### config.mk
export PLATFORM = sky130hd
export DESIGN_NAME = fb_draw_arbiter
export DESIGN_NICKNAME = d
export VERILOG_FILES = /design/src/rtl/fb_draw_arbiter.sv
export SDC_FILE = /design/constraint.sdc
export NUM_CORES = 1
export LEC_CHECK = 0
export ABC_AREA = 1
export BUFFER_PORTS_ARGS = -buffer_cell sky130_fd_sc_hd__buf_4
export CAP_MARGIN = 20
export CELL_PAD_IN_SITES_DETAIL_PLACEMENT = 1
export CELL_PAD_IN_SITES_GLOBAL_PLACEMENT = 2
export CORE_MARGIN = 2
export CORE_UTILIZATION = 25
export CTS_BUF_LIST = sky130_fd_sc_hd__clkbuf_8
export CTS_CLUSTER_SIZE = 10
export DETAILED_ROUTE_END_ITERATION = 7
export GPL_ROUTABILITY_DRIVEN = 0
export PLACE_DENSITY_LB_ADDON = 0.1
export SLEW_MARGIN = 20
export SYNTH_ARGS = -nofsm -noshare
export SYNTH_HDL_FRONTEND = slang
export SYNTH_SLANG_ARGS = --single-unit
export TNS_END_PERCENT = 10
### constraint.sdc
create_clock -name clk -period 2.4 [get_ports clk]
set_input_delay 0.36 -clock clk [delete_from_list [all_inputs] [get_ports clk]]
set_output_delay 0.36 -clock clk [all_outputs]
set_load 0.02 [all_outputs]
### src/rtl/fb_draw_arbiter.sv
// Framebuffer controller: sprite XOR draws and screen clears on a single-port
// display RAM, with the display scan-out path taking priority on the port.
module fb_draw_arbiter #(
    parameter int FB_BYTES = 256
) (
    input  logic       clk,
    input  logic       reset,
    input  logic       draw_start,
    input  logic [5:0] draw_x,
    input  logic [4:0] draw_y,
    input  logic [3:0] draw_n,
    input  logic       clear_start,
    output logic [3:0] spr_idx,
    input  logic [7:0] spr_data,
    output logic       busy,
    output logic       done,
    output logic       collision,
    input  logic       disp_req,
    input  logic [7:0] disp_addr,
    output logic       disp_valid,
    output logic [7:0] disp_data,
    output logic [7:0] fb_addr,
    output logic       fb_we,
    output logic [7:0] fb_wdata,
    input  logic [7:0] fb_rdata
);
    localparam logic [7:0] LAST_ADDR = 8'(FB_BYTES - 1);

    // state | meaning
    // IDLE  | waiting for start       CLR   | zero one byte per cycle
    // RD_*  | read left/right byte    CAP_* | capture read data
    // WR_*  | write XORed byte        DONE  | one-cycle completion pulse
    typedef enum logic [3:0] {
        IDLE, CLR, RD_L, CAP_L, WR_L, RD_R, CAP_R, WR_R, DONE
    } state_t;

    state_t     state, state_next;
    logic [7:0] clr_cnt;
    logic [5:0] x_q;
    logic [4:0] y_q;
    logic [3:0] n_q;
    logic [3:0] row;
    logic [7:0] rbuf;
    logic       coll_q;
    logic       disp_valid_q;

    logic [2:0] sh;
    logic [4:0] yr;
    logic [7:0] addr_l, addr_r;
    logic [7:0] mask_l, mask_r;
    logic       last_row;
    logic       port_state;
    logic       advance;

    assign sh       = x_q[2:0];
    assign yr       = y_q + {1'b0, row};
    assign addr_l   = {yr, x_q[5:3]};
    assign addr_r   = {yr, x_q[5:3] + 3'd1};
    assign mask_l   = spr_data >> sh;
    assign mask_r   = spr_data << (4'd8 - {1'b0, sh});
    assign last_row = (row == n_q - 4'd1);

    assign port_state = (state == CLR) || (state == RD_L) || (state == WR_L) ||
                        (state == RD_R) || (state == WR_R);
    // The display owns the port this cycle; port users freeze with no side effects.
    assign advance = !(disp_req && port_state);

    always_ff @(posedge clk) begin
        if (reset) begin
            state <= IDLE;
        end else begin
            state <= state_next;
        end
    end

    always_comb begin
        state_next = state;
        fb_addr    = 8'h00;
        fb_we      = 1'b0;
        fb_wdata   = 8'h00;
        case (state)
            IDLE: begin
                if (clear_start) begin
                    state_next = CLR;
                end else if (draw_start) begin
                    state_next = (draw_n == 4'd0) ? DONE : RD_L;
                end
            end
            CLR: begin
                fb_addr = clr_cnt;
                fb_we   = 1'b1;
                if (clr_cnt == LAST_ADDR) begin
                    state_next = DONE;
                end
            end
            RD_L: begin
                fb_addr    = addr_l;
                state_next = CAP_L;
            end
            CAP_L: state_next = WR_L;
            WR_L: begin
                fb_addr  = addr_l;
                fb_we    = 1'b1;
                fb_wdata = rbuf ^ mask_l;
                if (sh != 3'd0) begin
                    state_next = RD_R;
                end else begin
                    state_next = last_row ? DONE : RD_L;
                end
            end
            RD_R: begin
                fb_addr    = addr_r;
                state_next = CAP_R;
            end
            CAP_R: state_next = WR_R;
            WR_R: begin
                fb_addr    = addr_r;
                fb_we      = 1'b1;
                fb_wdata   = rbuf ^ mask_r;
                state_next = last_row ? DONE : RD_L;
            end
            DONE:    state_next = IDLE;
            default: state_next = IDLE;
        endcase
        if (disp_req) begin
            fb_addr  = disp_addr;
            fb_we    = 1'b0;
            fb_wdata = 8'h00;
            if (port_state) begin
                state_next = state;
            end
        end
    end

    always_ff @(posedge clk) begin
        if (reset) begin
            clr_cnt      <= 8'h00;
            x_q          <= 6'd0;
            y_q          <= 5'd0;
            n_q          <= 4'd0;
            row          <= 4'd0;
            rbuf         <= 8'h00;
            coll_q       <= 1'b0;
            disp_valid_q <= 1'b0;
        end else begin
            disp_valid_q <= disp_req;
            case (state)
                IDLE: begin
                    if (clear_start) begin
                        clr_cnt <= 8'h00;
                        coll_q  <= 1'b0;
                    end else if (draw_start) begin
                        x_q    <= draw_x;
                        y_q    <= draw_y;
                        n_q    <= draw_n;
                        row    <= 4'd0;
                        coll_q <= 1'b0;
                    end
                end
                CLR: begin
                    if (advance) begin
                        clr_cnt <= clr_cnt + 8'd1;
                    end
                end
                CAP_L, CAP_R: rbuf <= fb_rdata;
                WR_L: begin
                    if (advance) begin
                        coll_q <= coll_q | (|(rbuf & mask_l));
                        if (sh == 3'd0 && !last_row) begin
                            row <= row + 4'd1;
                        end
                    end
                end
                WR_R: begin
                    if (advance) begin
                        coll_q <= coll_q | (|(rbuf & mask_r));
                        if (!last_row) begin
                            row <= row + 4'd1;
                        end
                    end
                end
                default: ;
            endcase
        end
    end

    assign busy       = (state != IDLE);
    assign done       = (state == DONE);
    assign collision  = coll_q;
    assign spr_idx    = row;
    assign disp_valid = disp_valid_q;
    assign disp_data  = disp_valid_q ? fb_rdata : 8'h00;

endmodule

==> results.sh <==
export IMPL_core_area_um2=12100
export IMPL_syn_inst=520
export IMPL_grt_pass1_wl_um=18900
export IMPL_synth_top_flop_cell="dfxtp_1"
export IMPL_rsz0062_at_grt="true"
export IMPL_cts_max_path_buffers=2
export IMPL_antenna_found_initial=0
export IMPL_yosysWarnings=0
export IMPL_worstSetupStartpoint="x_q[0]"
export IMPL_final_cells=782
export IMPL_seq_power_share=0.269
export IMPL_num_vias=3711
export IMPL_postLayoutCoreUtil=0.353
export IMPL_area_growth_pct=37.0
export IMPL_arrival_ns=2.02
export IMPL_crit_fanout=4
export IMPL_rrSetupSlack_ns=0.11
export IMPL_antenna_left=0
export IMPL_startpoint_type="flip-flop"
export IMPL_grt_max_degree=19
export IMPL_finalHoldViolations=0
export IMPL_crit_path_end="fb_wdata[6]"
export IMPL_post_route_min_period_ns=2.38
export IMPL_pwr_share_clk=0.141
export IMPL_cts_buffers_inserted=5
export IMPL_switchingPower_mw=1.63
export IMPL_r2r_start="x_q[0]"
export IMPL_critPathKind="reg -> out"
export IMPL_yosysTopAreaCell="dfxtp_1"
export IMPL_cts_root_buf="clkbuf_8"
export IMPL_cp_end_kind="primary output"
export IMPL_pin_count=77
export IMPL_rr_worst_depth=18
export IMPL_outcome="completed"
export IMPL_wl_um=11700
export IMPL_initial_core_util=0.258
export IMPL_holdCritPathClass="in -> reg"
export IMPL_path_depth=12
export IMPL_critPathSlowestCell="dfxtp_4"
export IMPL_synth_async_reset_ratio=0
export IMPL_drc_errors=0
export IMPL_syn_area_per_cell_um2=6.00
export IMPL_synth_seq_cells=41
export IMPL_synth_top_area_frac=0.263
export IMPL_max_stage_delay_ns=0.37
export IMPL_num_nets_final=669
export IMPL_synth_area_um2=3120
export IMPL_path_buf_inv=3
export IMPL_finalSetupViolCount=0
export IMPL_power_leakage_nw=2.06
export IMPL_grt_pass1_vias=3836
export IMPL_cts_sinks=41
export IMPL_dp_cells=766
export IMPL_dr_first_iter_drc_count=91
export IMPL_clock_fmax_mhz=419
export IMPL_ctsHoldBuffers=0
export IMPL_viasPerCell=4.75
export IMPL_die_h_um=116
export IMPL_drive_gt1_frac=0.280
export IMPL_cts_max_level=2
export IMPL_dp_hpwl_um=9350
export IMPL_maxCapViolCount=0
export IMPL_synth_area_leaders="dfxtp_1 (26%), nand2_1 (15%), nand3_1 (11%)"
export IMPL_grt_util_all_layers=0.183
export IMPL_slew_viol_final=0
export IMPL_worst_pin_slew_ns=0.440
export IMPL_die_area_um2=13400
export IMPL_ys_types=35
export IMPL_clkTransAtPathRegs_ns=0.08
export IMPL_die_w_um=116
export IMPL_io_buffers=76
export IMPL_vdd_drop_max_mv=0.241
export IMPL_p_comb_frac=0.589
export IMPL_path_delay_family="adder cells"
export IMPL_p_sw_frac=0.472
export IMPL_drt_pass1_iter_count=4
export IMPL_synth_edf_count=0
export IMPL_synthTopCellsByCount="nand2_1 (123), nand3_1 (70), inv_1 (56)"
export IMPL_nFillCells=1636
export IMPL_maxSlewHeadroom=0.706
export IMPL_insertion_delay_ns=0.32
export IMPL_yosysMostFrequentCell="nand2_1"
export IMPL_grt_overflow_total=0
export IMPL_cts_tree="yes"
export IMPL_synth_nets=575
export IMPL_finalCritPeriodShare=0.994
export IMPL_rows=40
export IMPL_rr_endpoint="collision"
export IMPL_p_int_mw=1.83
export IMPL_fin_skew_ns=0.0131
export IMPL_crit_top_cell="ha_4"
export IMPL_p_per_area_nw_per_um2=809
export IMPL_worstPathCellList="clkinv_4 -> ha_4 -> ha_4 -> inv_2 -> a21oi_4 -> nand3_1 -> nand2_2 -> nand2_1 -> o21ai_2 -> o21ai_1 -> a21oi_2 -> buf_4"
export IMPL_synth_seq_area_share=0.263
export IMPL_holdPathStages=3
export IMPL_routedWlPerCell_um=14.9
export IMPL_cp_required_ns=2.04
export IMPL_diodes=0
sequential cells by signal, indices dropped and copies added (netlist names), 4 cells and up:
name and cells:
y_q 5, rbuf 8, clr_cnt 8, n_q 4, state 4, x_q 6, spr_idx 4
kinds of logic after synthesis:
group,synth area share
fa+ha+maj,0.0465
buf+inv,0.0991
xor+xnor,0.0253
compound gates,0.174
simple gates,0.392
flops,0.263
routing by layer:
metal	vias to the layer above	wire, um	GRT usage	share of wire
li1	1889	-	-	-
met5	-	0	0	0
met3	14	453	0.0366	0.039
met1	1740	4940	0.210	0.42
met4	0	256	0.0635	0.022
met2	68	6020	0.339	0.52
per-stage QoR:
step	total power, mW	setup TNS, ns	worst slack, ns	area, um^2	hold WS, ns
floorplan	2.09	0	0.00238	3130	0.443
global placement	2.70	0	0.0956	3970	0.476
detailed placement	2.73	0	0.0241	3970	0.482
CTS	3.47	-0.0331	-0.0175	4220	0.250
global route	3.79	-0.719	-0.115	4270	0.247
finish	3.46	0	0.0152	4270	0.266
power groups by stage:
stage / Combinational [mW] / Sequential, mW / Clock, mW
after detailed placement: 1.80 / 0.934 / 0
after global routing: 2.28 / 0.951 / 0.554
after floorplan: 1.15 / 0.930 / 0
after global placement: 1.77 / 0.930 / 0
after CTS: 2.02 / 0.926 / 0.518
final: 2.04 / 0.931 / 0.488
placed cells by master (no fill, tap or decap), drive strengths merged:
master      n
xor2        5
nor3       10
xnor2       4
a21oi      44
clkbuf      6
nor2       61
a31oi       2
or2         3
nand3      70
and2        1
buf       102
o211ai      4
nand3b      1
o21ai      48
o22ai       1
o31ai       1
a32o        1
o21bai      1
a22o        1
fa          1
nand4       2
ha         10
dfxtp      41
clkinv      2
clkinvlp    1
nand2     129
inv        62
layout make-up:
type | instances | area [um^2] | share of cell area
multi-input cells | 400 | 2120 | 0.496
flip-flops and latches | 41 | 836 | 0.196
repair buffers | 102 | 769 | 0.180
inverters | 64 | 248 | 0.0580
well taps | 168 | 210 | 0.0492
clock buffers | 6 | 82.6 | 0.0193
clock inverters | 1 | 7.51 | 0.00176
repair_timing:
action / in CTS / in global routing
hold endpoints to repair: 0 / 0
gates resized for setup: 40 / 20
pin swaps: 10 / 6
endpoints found under the setup margin: 9 / 13
setup buffers: 8 / 1
worst min-delay path by stage:
stage	start	endpoint	slack [ns]
after floorplan	clr_cnt[4]	clr_cnt[4]	0.44
after global routing	draw_y[2]	y_q[2]	0.25
after detailed placement	collision	collision	0.48
final	draw_y[0]	y_q[0]	0.27
after global placement	collision	collision	0.48
after CTS	draw_y[2]	y_q[2]	0.25
worst min-delay path, stage by stage:
cell and delay [ns]:
buf_4 0.08, nor2_1 0.03, nor2_1 0.08
(Power assumes the default switching activity.)
